[src/rtl/reg_scoreboard.sv]
// ============================================================================
// Module   : reg_scoreboard
// Brief    : Per-register pending-write scoreboard that raises issue stall on hazards.
// Revision : 1.0
// ============================================================================
`default_nettype none

module reg_scoreboard #(
    parameter int MAX_PEND = 3
) (
    input  logic        clk,
    input  logic        rst,
    input  logic        i_issue_vld,
    input  logic        i_issue_wr,
    input  logic [3:0]  i_issue_dst,
    input  logic [3:0]  i_src1,
    input  logic [3:0]  i_src2,
    input  logic        i_src1_used,
    input  logic        i_src2_used,
    input  logic        i_wb_vld,
    input  logic [3:0]  i_wb_dst,
    input  logic        i_flush,
    output logic        o_stall,
    output logic [15:0] o_pending,
    output logic        o_err
);

    localparam logic [1:0] c_MAX_PEND = MAX_PEND[1:0];

    logic [1:0] r_cnt     [16];
    logic [1:0] w_cnt_nxt [16];
    logic       r_err;

    logic       w_src1_haz;
    logic       w_src2_haz;
    logic       w_dst_full;
    logic       w_wb_live;
    logic       w_inc;
    logic       w_dec;
    logic       w_err_set;

    // A retiring write to a source whose count is exactly one clears the hazard this cycle.
    always_comb begin
        w_src1_haz = i_src1_used && (i_src1 != 4'd0) && (r_cnt[i_src1] != 2'd0)
                     && !((r_cnt[i_src1] == 2'd1) && i_wb_vld && (i_wb_dst == i_src1));
        w_src2_haz = i_src2_used && (i_src2 != 4'd0) && (r_cnt[i_src2] != 2'd0)
                     && !((r_cnt[i_src2] == 2'd1) && i_wb_vld && (i_wb_dst == i_src2));
        w_dst_full = i_issue_wr && (i_issue_dst != 4'd0) && (r_cnt[i_issue_dst] == c_MAX_PEND);
    end

    assign o_stall   = i_issue_vld && (w_src1_haz || w_src2_haz || w_dst_full);
    assign w_wb_live = i_wb_vld && (i_wb_dst != 4'd0);
    assign w_inc     = i_issue_vld && !o_stall && i_issue_wr && (i_issue_dst != 4'd0);
    assign w_dec     = w_wb_live && (r_cnt[i_wb_dst] != 2'd0);
    assign w_err_set = w_wb_live && (r_cnt[i_wb_dst] == 2'd0);

    always_comb begin
        for (int i = 0; i < 16; i++) begin
            w_cnt_nxt[i] = r_cnt[i];
            if (i == 0 || i_flush) begin
                w_cnt_nxt[i] = 2'd0;
            end else if (w_inc && (i_issue_dst == 4'(i)) && !(w_dec && (i_wb_dst == 4'(i)))) begin
                w_cnt_nxt[i] = r_cnt[i] + 2'd1;
            end else if (w_dec && (i_wb_dst == 4'(i)) && !(w_inc && (i_issue_dst == 4'(i)))) begin
                w_cnt_nxt[i] = r_cnt[i] - 2'd1;
            end
        end
    end

    always_ff @(posedge clk or posedge rst) begin
        if (rst) begin
            for (int i = 0; i < 16; i++) begin
                r_cnt[i] <= 2'd0;
            end
            r_err <= 1'b0;
        end else begin
            for (int i = 0; i < 16; i++) begin
                r_cnt[i] <= w_cnt_nxt[i];
            end
            if (w_err_set) begin
                r_err <= 1'b1;
            end
        end
    end

    assign o_pending[0] = 1'b0;

    generate
        for (genvar g = 1; g < 16; g++) begin : g_pend
            assign o_pending[g] = (r_cnt[g] != 2'd0);
        end
    endgenerate

    assign o_err = r_err;

endmodule

`default_nettype wire

[config.mk]
export PLATFORM = sky130hd
export DESIGN_NAME = reg_scoreboard
export DESIGN_NICKNAME = d
export VERILOG_FILES = /design/src/rtl/reg_scoreboard.sv
export SDC_FILE = /design/constraint.sdc
export NUM_CORES = 1
export LEC_CHECK = 0
export BUFFER_PORTS_ARGS = -buffer_cell sky130_fd_sc_hd__buf_2
export CELL_PAD_IN_SITES_DETAIL_PLACEMENT = 0
export CELL_PAD_IN_SITES_GLOBAL_PLACEMENT = 1
export CORE_AREA = 2 2 77 108
export CTS_CLUSTER_DIAMETER = 100
export DETAILED_ROUTE_END_ITERATION = 12
export DIE_AREA = 0 0 79 110
export MAX_ROUTING_LAYER = met4
export PLACE_DENSITY_LB_ADDON = 0.1
export SYNTH_ARGS = -nofsm -noshare
export SYNTH_HDL_FRONTEND = slang
export SYNTH_SLANG_ARGS = --single-unit
[constraint.sdc]
create_clock -name clk -period 3.2 [get_ports clk]
set_input_delay 0.32 -clock clk [delete_from_list [all_inputs] [get_ports clk]]
set_output_delay 0.32 -clock clk [all_outputs]
set_load 0.02 [all_outputs]
# ---- Word level (Yosys, flattened, before mapping)
# Index checks and enable logic that the tools add are counted.
# W data, S select, Z words.
dict set report classes {
  addsub 30
  n_eq_ne 35
  n_reduce_logical 152
  bitwise_logic 4
  mux 57
  magnitude_cmp 4
}
# operator n
set ops {}
lappend ops {{$mux W2} 53}
lappend ops {{$logic_and A1 B1 Y1} 79}
lappend ops {{$eq A4 B4 Y1 const B} 16}
lappend ops {{$reduce_bool A3 Y1} 15}
lappend ops {{$reduce_bool A2 Y1} 18}
lappend ops {{$logic_not A1 Y1} 33}
lappend ops {{$bmux W2 S4} 4}
lappend ops {{$eq A4 B3 Y1 const B} 8}
lappend ops {{$add A2 B1 Y2 const B} 15}
lappend ops {{$sub A2 B1 Y2 const B} 15}
lappend ops {{$ge A5 B5 Y1 const B} 4}
lappend ops {{$not A4 Y5} 4}
lappend ops {{$eq A4 B2 Y1 const B} 4}
lappend ops {{$reduce_bool A4 Y1} 4}
lappend ops {{$eq A4 B1 Y1 const B} 2}
lappend ops {{$eq A4 B4 Y1} 2}
lappend ops {{$eq A2 B1 Y1 const B} 2}
lappend ops {{$eq A2 B2 Y1 const B} 1}
lappend ops {{$logic_not A2 Y1} 1}
lappend ops {{$logic_or A1 B1 Y1} 2}
dict set report word_totals {
  word_cells 298
  register_bits 31
  input_bits 24
}

# ---- Longest topological paths before layout
dict set report depth {
  depth_word 22
  depth_mapped 10
  ltp_nobuf 8
}

# ---- Worst setup path after synthesis
# No wires, ideal clock.
dict set report synth_timing {
  path_kind {input to output}
  from {input port i_src1[1]}
  to {output port o_stall}
  t_arrival_ns 2.123
  setup_slack_ns 0.757
  required_time_ns 2.880
  path_stages 9
  path_buffers 2
  cell_sequence {clkbuf_2 -> mux4_2 -> a22oi_1 -> o211ai_1 -> a21o_1 -> o2bb2ai_4 -> nor2_4 -> buf_6 -> nor2b_1}
}
dict set report synth_between {
  elab_chain_cells 12
}
# element line
set synth_lines {}
lappend synth_lines {{start, declared} 16} ;# input logic [3:0] i_src1,
lappend synth_lines {{$not A4 Y5 (implied by the code)} {44, 45}}
lappend synth_lines {{$bmux W2 S4} {44, 45}}
lappend synth_lines {{$mux W2 (implied by the code) (2 in series)} {44, 45}}
lappend synth_lines {{$eq A2 B1 Y1} 45} ;# && !((r_cnt[i_src1] == 2'd1) && i_wb_vld && (i_wb_dst == i_src1));
lappend synth_lines {{$logic_and A1 B1 Y1 (2 in series)} 45}
lappend synth_lines {{$logic_not A1 Y1} 45}
lappend synth_lines {{$logic_and A1 B1 Y1 *} 45}
lappend synth_lines {{$logic_or A1 B1 Y1 * (2 in series)} 51} ;# assign o_stall = i_issue_vld && (w_src1_haz || w_src2_haz || w_dst_full);
lappend synth_lines {{$logic_and A1 B1 Y1 *} 51}
lappend synth_lines {{end, declared} 23} ;# output logic o_stall,
# Every way passes the cells marked *; elsewhere a longest branch is shown, timed or not. The select of a mux whose other input is x is not followed.

# ---- Final worst setup path
dict set report layout_timing {
  from {register r_cnt[18] (netlist name)}
  to {output port o_stall}
}
dict set report layout_between {
  elab_chain_cells 11
}
# element line
set layout_lines {}
lappend layout_lines {{start, declared} 30} ;# logic [1:0] r_cnt [16];
lappend layout_lines {{start signal, assigned by index} 78} ;# r_cnt[i] <= w_cnt_nxt[i];
lappend layout_lines {{$bmux W2 S4, on equally long branches} -}
lappend layout_lines {{$mux W2, on equally long branches (2 in series)} -}
lappend layout_lines {{$eq A2 B1 Y1, on equally long branches} {45, 47}}
lappend layout_lines {{$logic_and A1 B1 Y1, on equally long branches (2 in series)} {45, 47}}
lappend layout_lines {{$logic_not A1 Y1, on equally long branches} {45, 47}}
lappend layout_lines {{$logic_and A1 B1 Y1, on equally long branches} {45, 47}}
lappend layout_lines {{$logic_or A1 B1 Y1} 51}
lappend layout_lines {{$logic_or A1 B1 Y1 *} 51}
lappend layout_lines {{$logic_and A1 B1 Y1 *} 51}
# Marked as above.

==> impl_metrics.tcl <==
set metrics [dict create \
    period_needed_ps 2930 \
    syn-num-nets 365 \
    async_reset_ff_frac 1.00 \
    ys.flop_type "dfrtp_1" \
    path_cells "mux2i_1, mux2i_1, a2111oi_2, nor2_1, o31a_2, nor2_4, nor2b_1, buf_2" \
    cp-end-kind "output port" \
    n_antenna_cell 0 \
    grt.total_usage 0.265 \
    worstPathRequired_ps 2880 \
    clock_sinks 31 \
    cts_max_level 2 \
    start_kind "flip-flop" \
    hpwl_um 8070 \
    rows 38 \
    critPathLaunch "r_cnt[18]$_DFFE_PP0P_" \
    reg2reg_slack_ps 490 \
    via_per_inst 6.20 \
    synth.distinct_cells 64 \
    power_uw 932 \
    maxSlewViolCount 0 \
    setup_ws_ps 273 \
    cp_max_fo 8 \
    slowest_delay_ps 500 \
    synthCells 341 \
    numPortBuffers 40 \
    slew_headroom 0.421 \
    clock_path_buffers 2 \
    rr_worst_depth 9 \
    worst_pin_slew_ps 865 \
    setup_total_negative_slack_ps 0 \
    clock_skew_ps 6.31 \
    syn_area_per_cell_sq_um 9.21 \
    synth_edf_count 0 \
    drv_cap 0 \
    r2r-start "r_cnt[18]$_DFFE_PP0P_" \
    worstSkewPairLatency_ps 290 \
    ir_drop_uv 149 \
    synth_area_sq_mm 0.00314 \
    critPathKind "flip-flop to output port" \
    die_area_sq_mm 0.00869 \
    post_cts_buffers 0 \
    holdWs_ps 113 \
    numCtsBuffers 5 \
    r2r-end "r_cnt[5]$_DFFE_PP0P_" \
    hold_viol 0 \
    cpMostUsedCell "mux2i_1" \
    firstDrtPassIters 4 \
    synth-seq-cells 31 \
    outcome "completed" \
    grt_max_degree 32 \
    dp_slack_ps 333 \
    clk_pin_slew_ps 70 \
    syn_to_final_growth_pct 10.2 \
    grt_pass1_wl_um 16500 \
    rsz0062_at_grt "no" \
    core-area_sq_mm 0.00770 \
    avgRoutedWirePerCell_um 22.7 \
    ys_seq_area_frac 0.247 \
    cp.arrival_ps 2610 \
    finalCritPeriodShare 0.915 \
    cts_resized 0 \
    hold_buffers 0 \
    drive_above_1_share 0.276 \
    yosysWarnings 0 \
    ioPinCount 42 \
    p_per_area_mw_per_mm2 269 \
    antenna_found_initial 0 \
    grt_pass1_vias 2903 \
    worstSetupEndpoint "o_stall" \
    overflow 0 \
    routed_wl_um 10700 \
    leakage_nw 1.48 \
    drtIter0Drc 253 \
    finalSetupViolCount 0 \
    post-route-drc-count 0 \
    die_x_um 79 \
    start_util 0.408 \
    drtAntennaViolNets 0 \
    nets 398 \
    clock-root-buffer "clkbuf_8" \
    cts_tree "yes" \
    place.gp.congestion 0.805 \
    clock.fmax_mhz 342 \
    crit_slowest_cell "dfrtp_1" \
    vias 2933 \
    die_y_um 110 \
    min_path_type "primary input to asynchronous set/reset pin" \
]
-- worst min-delay path by stage --
stage	start	endpoint	slack, ps	cells after the start
after CTS	rst	r_cnt[18]$_DFFE_PP0P_	130	3
after detailed placement	rst	r_cnt[18]$_DFFE_PP0P_	440	3
after floorplan	rst	o_err$_DFFE_PP0P_	420	1
after global routing	rst	r_cnt[19]$_DFFE_PP0P_	180	3
final	rst	r_cnt[19]$_DFFE_PP0P_	110	3
after global placement	rst	r_cnt[18]$_DFFE_PP0P_	430	3
-- placed cells by master, fill, tap and decap left out, drive strengths merged, types with 12 or more instances in the layout --
master,synthesis,layout
xnor2,12,12
nand3,12,12
nor2,14,14
a21oi,27,27
o21ai,15,15
dfrtp,31,31
or2,15,15
nor3,14,14
nand2,18,18
buf,13,48
mux4,17,17
-- per-layer routing --
layer | vias up | global-route usage | share of wire
met3 | 21 | 0.0318 | 0.054
met1 | 1448 | 0.306 | 0.39
met5 | - | - | 0
li1 | 1355 | - | -
met2 | 109 | 0.476 | 0.53
met4 | 0 | 0.0874 | 0.029
-- where the power goes --
group	leakage (nW)	internal, mW	switching (mW)	total, mW
Sequential	0.427	0.396	0.0101	0.406
Combinational	1.02	0.0829	0.146	0.229
Clock	0.0371	0.145	0.152	0.297
Total	1.48	0.624	0.308	0.932
-- cell type report --
| class | instances | area (sq um) |
|---|---|---|
| Tap cell | 100 | 125 |
| Clock buffer | 6 | 72.6 |
| Sequential cell | 31 | 776 |
| Timing Repair Buffer | 48 | 260 |
| Multi-Input combinational cell | 278 | 2190 |
| Fill cell | 790 | 4240 |
| Inverter | 10 | 37.5 |
-- critical path: cells and delay by family (launching register included) --
| family | cells | cell delay (ps) |
|---|---|---|
| AO/OA/AOI/OAI | 2 | 890 |
| flip-flops | 1 | 500 |
| AND/OR/NAND/NOR | 3 | 460 |
| multiplexers | 2 | 310 |
| buffers and inverters | 1 | 160 |
-- synthesized netlist by cell type (4+ instances only) --
master	number	share of area
a21o_1	4	0.0096
a21oi_1	27	0.043
a31oi_1	6	0.012
and2_1	11	0.022
and3_1	7	0.014
buf_2	4	0.0064
buf_6	5	0.018
clkbuf_1	7	0.0084
dfrtp_1	31	0.25
inv_1	10	0.012
mux2_2	5	0.018
mux2i_1	9	0.029
mux4_1	5	0.042
mux4_2	12	0.086
nand2_1	18	0.022
nand3_1	12	0.019
nand4_1	6	0.012
nor2_1	13	0.016
nor2b_1	11	0.022
nor3_1	14	0.022
o2111ai_1	6	0.017
o211ai_1	10	0.024
o21ai_0	15	0.024
or2_2	15	0.030
xnor2_1	12	0.033
xor2_1	11	0.031
-- sequential cells by signal, indices dropped and copies added (netlist names) --
signal and count:
o_err 1, r_cnt 30
-- through the flow --
stage	area [sq um]	cells	util
after floorplan	3140	341	-
after global placement	3390	467	0.440
after detailed placement	3390	467	0.440
after CTS	3460	473	0.449
after global routing	3460	473	0.449
final	3460	473	0.449
-- logic make-up (layout without fill, tap and decap cells) --
logic type | count (synthesis) | count (layout) | synth area share
and+or+nand+nor | 132 | 132 | 0.254
AOI/OAI and AO/OA | 91 | 91 | 0.203
buffers and inverters | 32 | 64 | 0.0562
muxes | 31 | 31 | 0.175
DFF | 31 | 31 | 0.247
xor gates and xnor gates | 23 | 23 | 0.0641
other | 1 | 1 | 0.00119
No activity file was read; power rests on OpenSTA's default activity.
